`config.mk`:
```
export PLATFORM = sky130hd
export DESIGN_NAME = fwrisc_regfile_mp
export DESIGN_NICKNAME = d
export VERILOG_FILES = /design/src/rtl/fwrisc_regfile_mp.sv
export SDC_FILE = /design/constraint.sdc
export NUM_CORES = 2
export LEC_CHECK = 0
export BUFFER_PORTS_ARGS = -buffer_cell sky130_fd_sc_hd__buf_2
export CAP_MARGIN = 20
export CORE_UTILIZATION = 57
export DETAILED_ROUTE_END_ITERATION = 16
export PLACE_DENSITY = 0.74
export SKIP_LAST_GASP = 1
export SYNTH_ARGS = -nofsm -noshare
export SYNTH_HDL_FRONTEND = slang
export SYNTH_SLANG_ARGS = --single-unit
```
`constraint.sdc`:
```
create_clock -name clk_i -period 3.61 [get_ports clk_i]
set_input_delay 0.361 -clock clk_i [delete_from_list [all_inputs] [get_ports clk_i]]
set_output_delay 0.361 -clock clk_i [all_outputs]
set_load 0.02 [all_outputs]
```
`src/rtl/fwrisc_regfile_mp.sv`:
```
// Multi-read-port register file for fwrisc: one write port, N registered read ports,
// optional same-edge bypass, optional hardwired-zero entry 0 and a post-reset clear sweep.
module fwrisc_regfile_mp #(
  parameter int unsigned DATA_WIDTH = 32,
  parameter int unsigned ADDR_WIDTH = 6,
  parameter int unsigned DEPTH      = 64,
  parameter int unsigned N_RD_PORTS = 2,
  parameter bit          BYPASS     = 1'b1,
  parameter bit          ZERO_REG   = 1'b1,
  parameter bit          INIT_CLEAR = 1'b1
) (
  input  logic                             clk_i,
  input  logic                             rst_i,
  input  logic [N_RD_PORTS*ADDR_WIDTH-1:0] rd_raddr_i,
  input  logic [N_RD_PORTS-1:0]            rd_ren_i,
  output logic [N_RD_PORTS*DATA_WIDTH-1:0] rd_rdata_o,
  input  logic [ADDR_WIDTH-1:0]            wr_addr_i,
  input  logic [DATA_WIDTH-1:0]            wr_data_i,
  input  logic                             wr_en_i,
  output logic                             init_busy_o
);

  typedef enum logic [0:0] {StInit, StRun} state_e;

  localparam logic [ADDR_WIDTH:0]   DepthExt = (ADDR_WIDTH + 1)'(DEPTH);
  localparam logic [ADDR_WIDTH-1:0] LastIdx  = ADDR_WIDTH'(DEPTH - 1);

  state_e                  state_q;
  logic [ADDR_WIDTH-1:0]   cnt_q;
  logic                    busy_q;

  logic [DATA_WIDTH-1:0]   mem_q [DEPTH];
  logic                    mem_we;
  logic [ADDR_WIDTH-1:0]   mem_waddr;
  logic [DATA_WIDTH-1:0]   mem_wdata;
  logic                    wr_ok;

  function automatic logic addr_in_range(input logic [ADDR_WIDTH-1:0] a);
    return {1'b0, a} < DepthExt;
  endfunction

  // A write is only real in RUN, inside the array and not aimed at a hardwired zero.
  always_comb begin
    wr_ok = (state_q == StRun) && wr_en_i && addr_in_range(wr_addr_i) &&
            !(ZERO_REG && (wr_addr_i == '0));
  end

  always_comb begin
    mem_we    = 1'b0;
    mem_waddr = wr_addr_i;
    mem_wdata = wr_data_i;
    if (state_q == StInit) begin
      mem_we    = 1'b1;
      mem_waddr = cnt_q;
      mem_wdata = '0;
    end else if (wr_ok) begin
      mem_we = 1'b1;
    end
  end

  always_ff @(posedge clk_i or posedge rst_i) begin
    if (rst_i) begin
      state_q <= INIT_CLEAR ? StInit : StRun;
      cnt_q   <= '0;
      busy_q  <= INIT_CLEAR;
    end else begin
      unique case (state_q)
        StInit: begin
          if (cnt_q == LastIdx) begin
            state_q <= StRun;
            busy_q  <= 1'b0;
            cnt_q   <= '0;
          end else begin
            cnt_q <= cnt_q + 1'b1;
          end
        end
        StRun: begin
          busy_q <= 1'b0;
        end
        default: begin
          state_q <= StRun;
          busy_q  <= 1'b0;
        end
      endcase
    end
  end

  assign init_busy_o = busy_q;

  // Storage has no reset so it can map onto block RAM; the sweep provides known contents.
  always_ff @(posedge clk_i) begin
    if (mem_we) begin
      mem_q[mem_waddr] <= mem_wdata;
    end
  end

  for (genvar p = 0; p < N_RD_PORTS; p++) begin : g_rd
    logic [ADDR_WIDTH-1:0] raddr;
    logic [DATA_WIDTH-1:0] rdata_d;
    logic [DATA_WIDTH-1:0] rdata_q;

    assign raddr = rd_raddr_i[p*ADDR_WIDTH +: ADDR_WIDTH];

    always_comb begin
      rdata_d = '0;
      if (!addr_in_range(raddr)) begin
        rdata_d = '0;
      end else if (ZERO_REG && (raddr == '0)) begin
        rdata_d = '0;
      end else if (BYPASS && wr_ok && (wr_addr_i == raddr)) begin
        rdata_d = wr_data_i;
      end else begin
        rdata_d = mem_q[raddr];
      end
    end

    always_ff @(posedge clk_i or posedge rst_i) begin
      if (rst_i) begin
        rdata_q <= '0;
      end else if (state_q == StInit) begin
        rdata_q <= '0;
      end else if (rd_ren_i[p]) begin
        rdata_q <= rdata_d;
      end
    end

    assign rd_rdata_o[p*DATA_WIDTH +: DATA_WIDTH] = rdata_q;
  end

endmodule

```
## Yosys cells after proc, flatten, opt, wreduce, memory -nomap -nowiden

Memories as Yosys holds them, arrays and structs flattened.
Index checks and enable logic that the tools add are counted.

- Memories: 1
- Word-level logic and storage cells: 41
- Bits in registers: 72
- Output and inout bits: 65
- Bits in writable memories: 2048

- $add $sub $neg: 1
- Eq/ne operators: 6
- Reductions and logical operators: 8
- Multiplexer cells: 19
- Bitwise logic cells: 1

Memory list:

| name | depth | bits a word | read ports | clocked after Yosys merged registers in | wr ports | line | source |
|---|---|---|---|---|---|---|---|
| mem_q | 64 | 32 | 2 | 0 | 1 | 32 | `logic [DATA_WIDTH-1:0] mem_q [DEPTH];` |

Operator list:

| cell | number |
|---|---|
| 32-bit two-way mux | 9 |
| 6-bit zero test | 3 |
| 6-bit == test | 2 |
| 6-bit two-way mux | 2 |
| 1-bit two-way mux | 7 |
| 6-bit by 1-bit adder with 6-bit output (second input constant) | 1 |
| 6-bit == test (second input constant) | 1 |
| 2-bit inequality test (second input constant) | 3 |
| 1-bit logical AND | 4 |
| 1-bit case mux with 2 select lines | 1 |
| 1-bit zero test | 1 |
| 1-bit inverter | 1 |

## Longest topological paths before layout

- Depth in word-level cells: 8
- Depth in mapped cells: 10
- Gate-level depth less buffers: 6

## Least setup slack after synthesis

No wires, ideal clock.

- Path kind: reg2reg
- Start point: reg state_q
- End point: mem mem_q[32][0], enable pin
- Arrival: 3.040 ns
- Cell stages (with the launch flop): 7
- Path slack: 0.149 ns
- Clock period less this slack: 3.461 ns
- Cells stage by stage: dfrtp_1 -> clkbuf_1 -> buf_1 -> nand2_1 -> o32ai_1 -> nand2_1 -> nor2_1

- Cells in the longest elaborated chain, start to end: 6
- Elaborated cells between the ends (all ways): 7
- Those cells by class: 5 x mux; 2 x reduce/logical

Ends and longest elaborated chain:

| what | line | source |
|---|---|---|
| from (decl) | 28 | `state_e state_q;` |
| from (signal assigned) | 63 | `state_q <= INIT_CLEAR ? StInit : StRun;` |
| from (signal assigned) | 70 | `state_q <= StRun;` |
| from (signal assigned) | 81 | `state_q <= StRun;` |
| 1-bit logical AND (2 in series) | 44 | `wr_ok = (state_q == StRun) && wr_en_i && addr_in_range(wr_addr_i) &&` |
| 1-bit two-way mux | 56 | `end else if (wr_ok) begin` |
| 1-bit two-way mux | 52 | `if (state_q == StInit) begin` |
| 1-bit two-way mux | 92 | `if (mem_we) begin` |
| 1-bit two-way mux (implied by the code) | 93 | `mem_q[mem_waddr] <= mem_wdata;` |
| to (decl) | 32 |  |

Parallel ways exist; a longest one is shown, timed or not.

## Worst setup path in the final report

- Start point: reg state_q
- End point: reg g_rd[0].rdata_q[27]

- Cells in the longest elaborated chain, start to end: 7
- Elaborated cells between the ends (all ways): 8
- Those cells by class: 1 x eq/ne; 4 x mux; 3 x reduce/logical

Ends and longest elaborated chain:

| what | line | source |
|---|---|---|
| 1-bit logical AND (2 in series) | 44 |  |
| 1-bit logical AND | 110 | `end else if (BYPASS && wr_ok && (wr_addr_i == raddr)) begin` |
| 32-bit two-way mux | 110 |  |
| 32-bit two-way mux | 108 | `end else if (ZERO_REG && (raddr == '0)) begin` |
| 32-bit two-way mux | 122 | `end else if (rd_ren_i[p]) begin` |
| 32-bit two-way mux | 120 | `end else if (state_q == StInit) begin` |
| to (signal assigned) | 123 | `rdata_q <= rdata_d;` |
| to (decl) | 100 | `logic [DATA_WIDTH-1:0] rdata_q;` |

Parallel ways exist; a longest one is shown, timed or not. The select of a mux whose other input is x is not followed.
A chain may end at the register's enable or synchronous reset.

==> impl_results.md <==
* Final setup fails at 0
* Antenna violations before repair at 23
* Input/output buffers at 119
* Cts hold-fix bufs at 26
* RD Place Congestion at 0.9724
* Syn Inst Count at 6,059
* Row cnt at 153
* Nets@finish at 6,479
* Core area at 174,000 um^2
* Async SR Flop Fraction at 3.396%
* CTS Buf Count at 213
* Worst hold slack at 0.04673 ns
* Die height at 420.5 um
* Maxcap violations at 0
* WL final at 345.2 mm
* Peak Freq at 348.1 MHz
* CTS Sinks at 2,120
* Clk buf depth at 3
* Flops & latches, synth at 2,120
* Peak supply drop at 637.2 uV
* Grt total ovfl at 0
* DP Cell Count at 8,501
* Die W at 420.5 um
* DR pass1 iterations at 9
* HP Class: input pin to flip-flop
* Vias in the first global route at 65,470
* Ys flop type: edfxtp_1
* R2R Setup Slk at 0.74 ns
* Final Non-Filler Cells at 8,944
* Area contributors post-synth: edfxtp_1 62%, mux4_2 13%, mux2i_1 11%
* Max-slew violation total from the final report at 0
* Remaining antenna violation count at 0
* DRC at 0
* Startpoint Class: flip-flop
* FF-to-FF Start: state_q
* Setup TNS Final at 0 ns
* Status: finished, final reports clean
* Leak Pwr at 34.60 nW
* Max FO, Critical Path at 43
* GRT Util Overall at 38.98%
* Reg2reg end: g_rd[0].rdata_q[27]
* Share of cells above drive strength 1 at 25.32%
* Register area share after synthesis at 63.40%
* Worst Path Required at 4.42 ns
* Synth top area share at 61.60%
* Post-Syn Area at 99,840 um^2
* Post-synthesis average cell area at 16.48 um^2
* Pwr per Cell Area at 451.4 nW/um^2
* Critical Path End Type: flip-flop
* Synth Net Count at 6,115
* DP Wirelength at 214.3 mm
* Vias per cell at 7.418
* Initial Utilization at 57.38%
* P&R area growth vs syn at 14.53%
* Yosys warns at 0
* Reg clk slew, reported paths at 0.07 ns
* Top cells by count, synth: 2,048 x edfxtp_1, 1,061 x mux2i_1, 562 x mux4_2
* H-tree depth at 4
* Final min period at 2.873 ns
* Hold path cells at 4
* Worst Min Path Start: wr_data_i[24]
* Final hold violation count at 0
* Worst skew pair latency at 0.87 ns
* Vias at 66,340
* Number of flops mapped to enable cells by yosys at 2,048
* Largest net degree at the start of global routing at 82
* Postcts setup bufs at 0
* Worst Reg2Reg Path Length in Cells at 6
* Clk_skew at 0.03759 ns
* Unrepaired setup endpoints after global routing: no
* Die footprint at 176,800 um^2
* Worst Tran Pin Value at 1.205 ns
* Most common cell in the netlist: edfxtp_1
* Critical Path AT at 3.68 ns
* Initial DRC count at 10,610
* Worst relative slew slack at 19.29%
* Netlist cell types at 56
* Io pins at 120
* Root Driver: clkbuf_16
* Area leader, netlist: edfxtp_1
* Global-route wire length before repair at 479.6 mm
* Fin crit share at 79.57%
* Hold EP: g_rd[1].rdata_q[24]
* CTS tree: built
* Crit Path Class: flip-flop to flip-flop
* Final Util at 65.71%
* Post-CTS sizing at 0
* Routed length per instance at 38.60 um
-- state kept, by name, indices dropped and copies added, names as in the netlist --
signal / cells
cnt_q: 6
mem_q: 2048
g_rd.rdata_q: 64
state_q: 1
init_busy_o: 1
-- cells in the final DEF, fill, tap and decap left out, types with 115 or more instances in the layout --
cell type,n
nand3_1,249
clkbuf_16,213
mux2i_1,1061
buf_2,115
buf_12,134
nand2_1,393
buf_4,348
mux4_2,562
edfxtp_1,2048
a21oi_1,121
a22oi_1,304
-- cell families (layout without fill, tap and decap cells) --
| family | count (synthesis) | after routing | share of synthesized area, % |
|---|---|---|---|
| DFF | 2120 | 2120 | 63.40 |
| muxes | 1689 | 1689 | 24.06 |
| and+or+nand+nor | 904 | 904 | 4.172 |
| AOI/OAI and AO/OA | 844 | 844 | 6.024 |
| buffers and inverters | 487 | 1032 | 2.209 |
| xor gates and xnor gates | 14 | 14 | 0.1228 |
| adders and majority gates | 1 | 1 | 0.01253 |
| other | 0 | 15 | 0 |
-- worst max-delay path, cell delays in order (launching register included) --
cell and delay [ns]:
dfrtp_2 0.67, buf_4 0.58, nor2b_4 0.61, buf_4 0.39
nand2_1 0.17, nand4_1 0.20, o32a_1 0.16
-- final cells by class --
cell class / count / area [um^2]
antenna: 15 / 37.54
clock buffer: 266 / 5599
clock inverter: 130 / 1242
fill: 11560 / 59670
inverter: 7 / 32.53
multi-input combinational: 3452 / 35000
sequential: 2120 / 63300
tap: 2325 / 2909
timing repair buffer: 629 / 6217
-- through the flow --
stage	power (mW)	area [um^2]	setup slack, ns
finish	51.61	114300	0.7374
global route	52.52	114300	0.6944
CTS	51.48	114200	0.8611
detailed placement	30.13	107100	0.4846
global placement	30.12	107100	0.5368
floorplan	28.71	99840	0.1488
-- per-layer routing --
layer / GRT usage, % / up-vias / part of all wire [%]
met1: 49.61 / 33290 / 33
met4: 28.51 / 6 / 9.1
met3: 12.50 / 1455 / 15
met2: 56.33 / 5897 / 43
li1: - / 25700 / -
met5: 0.05557 / - / 0.011
-- power by group --
part / switching, mW / leakage, nW / internal [mW] / total (mW)
sequential: 0 / 15.2 / 26.6 / 26.6
clock: 9.71 / 3.34 / 12.1 / 21.8
combinational: 2.13 / 16.0 / 1.09 / 3.22
total: 11.8 / 34.6 / 39.8 / 51.6
-- how the worst max path moves through the flow --
stage                               end     startpoint  slack (ns)  cells after the start
global placement     g_rd[1].rdata_q[4]  rd_raddr_i[6]        0.54                      8
global route              mem_q[42][11]        state_q        0.69                      6
finish              g_rd[0].rdata_q[27]        state_q        0.74                      6
floorplan                  mem_q[32][0]        state_q        0.15                      6
detailed placement  g_rd[1].rdata_q[18]  rd_raddr_i[6]        0.48                      8
CTS                       mem_q[13][29]        state_q        0.86                      5
No activity file was read; power rests on OpenSTA's default activity.
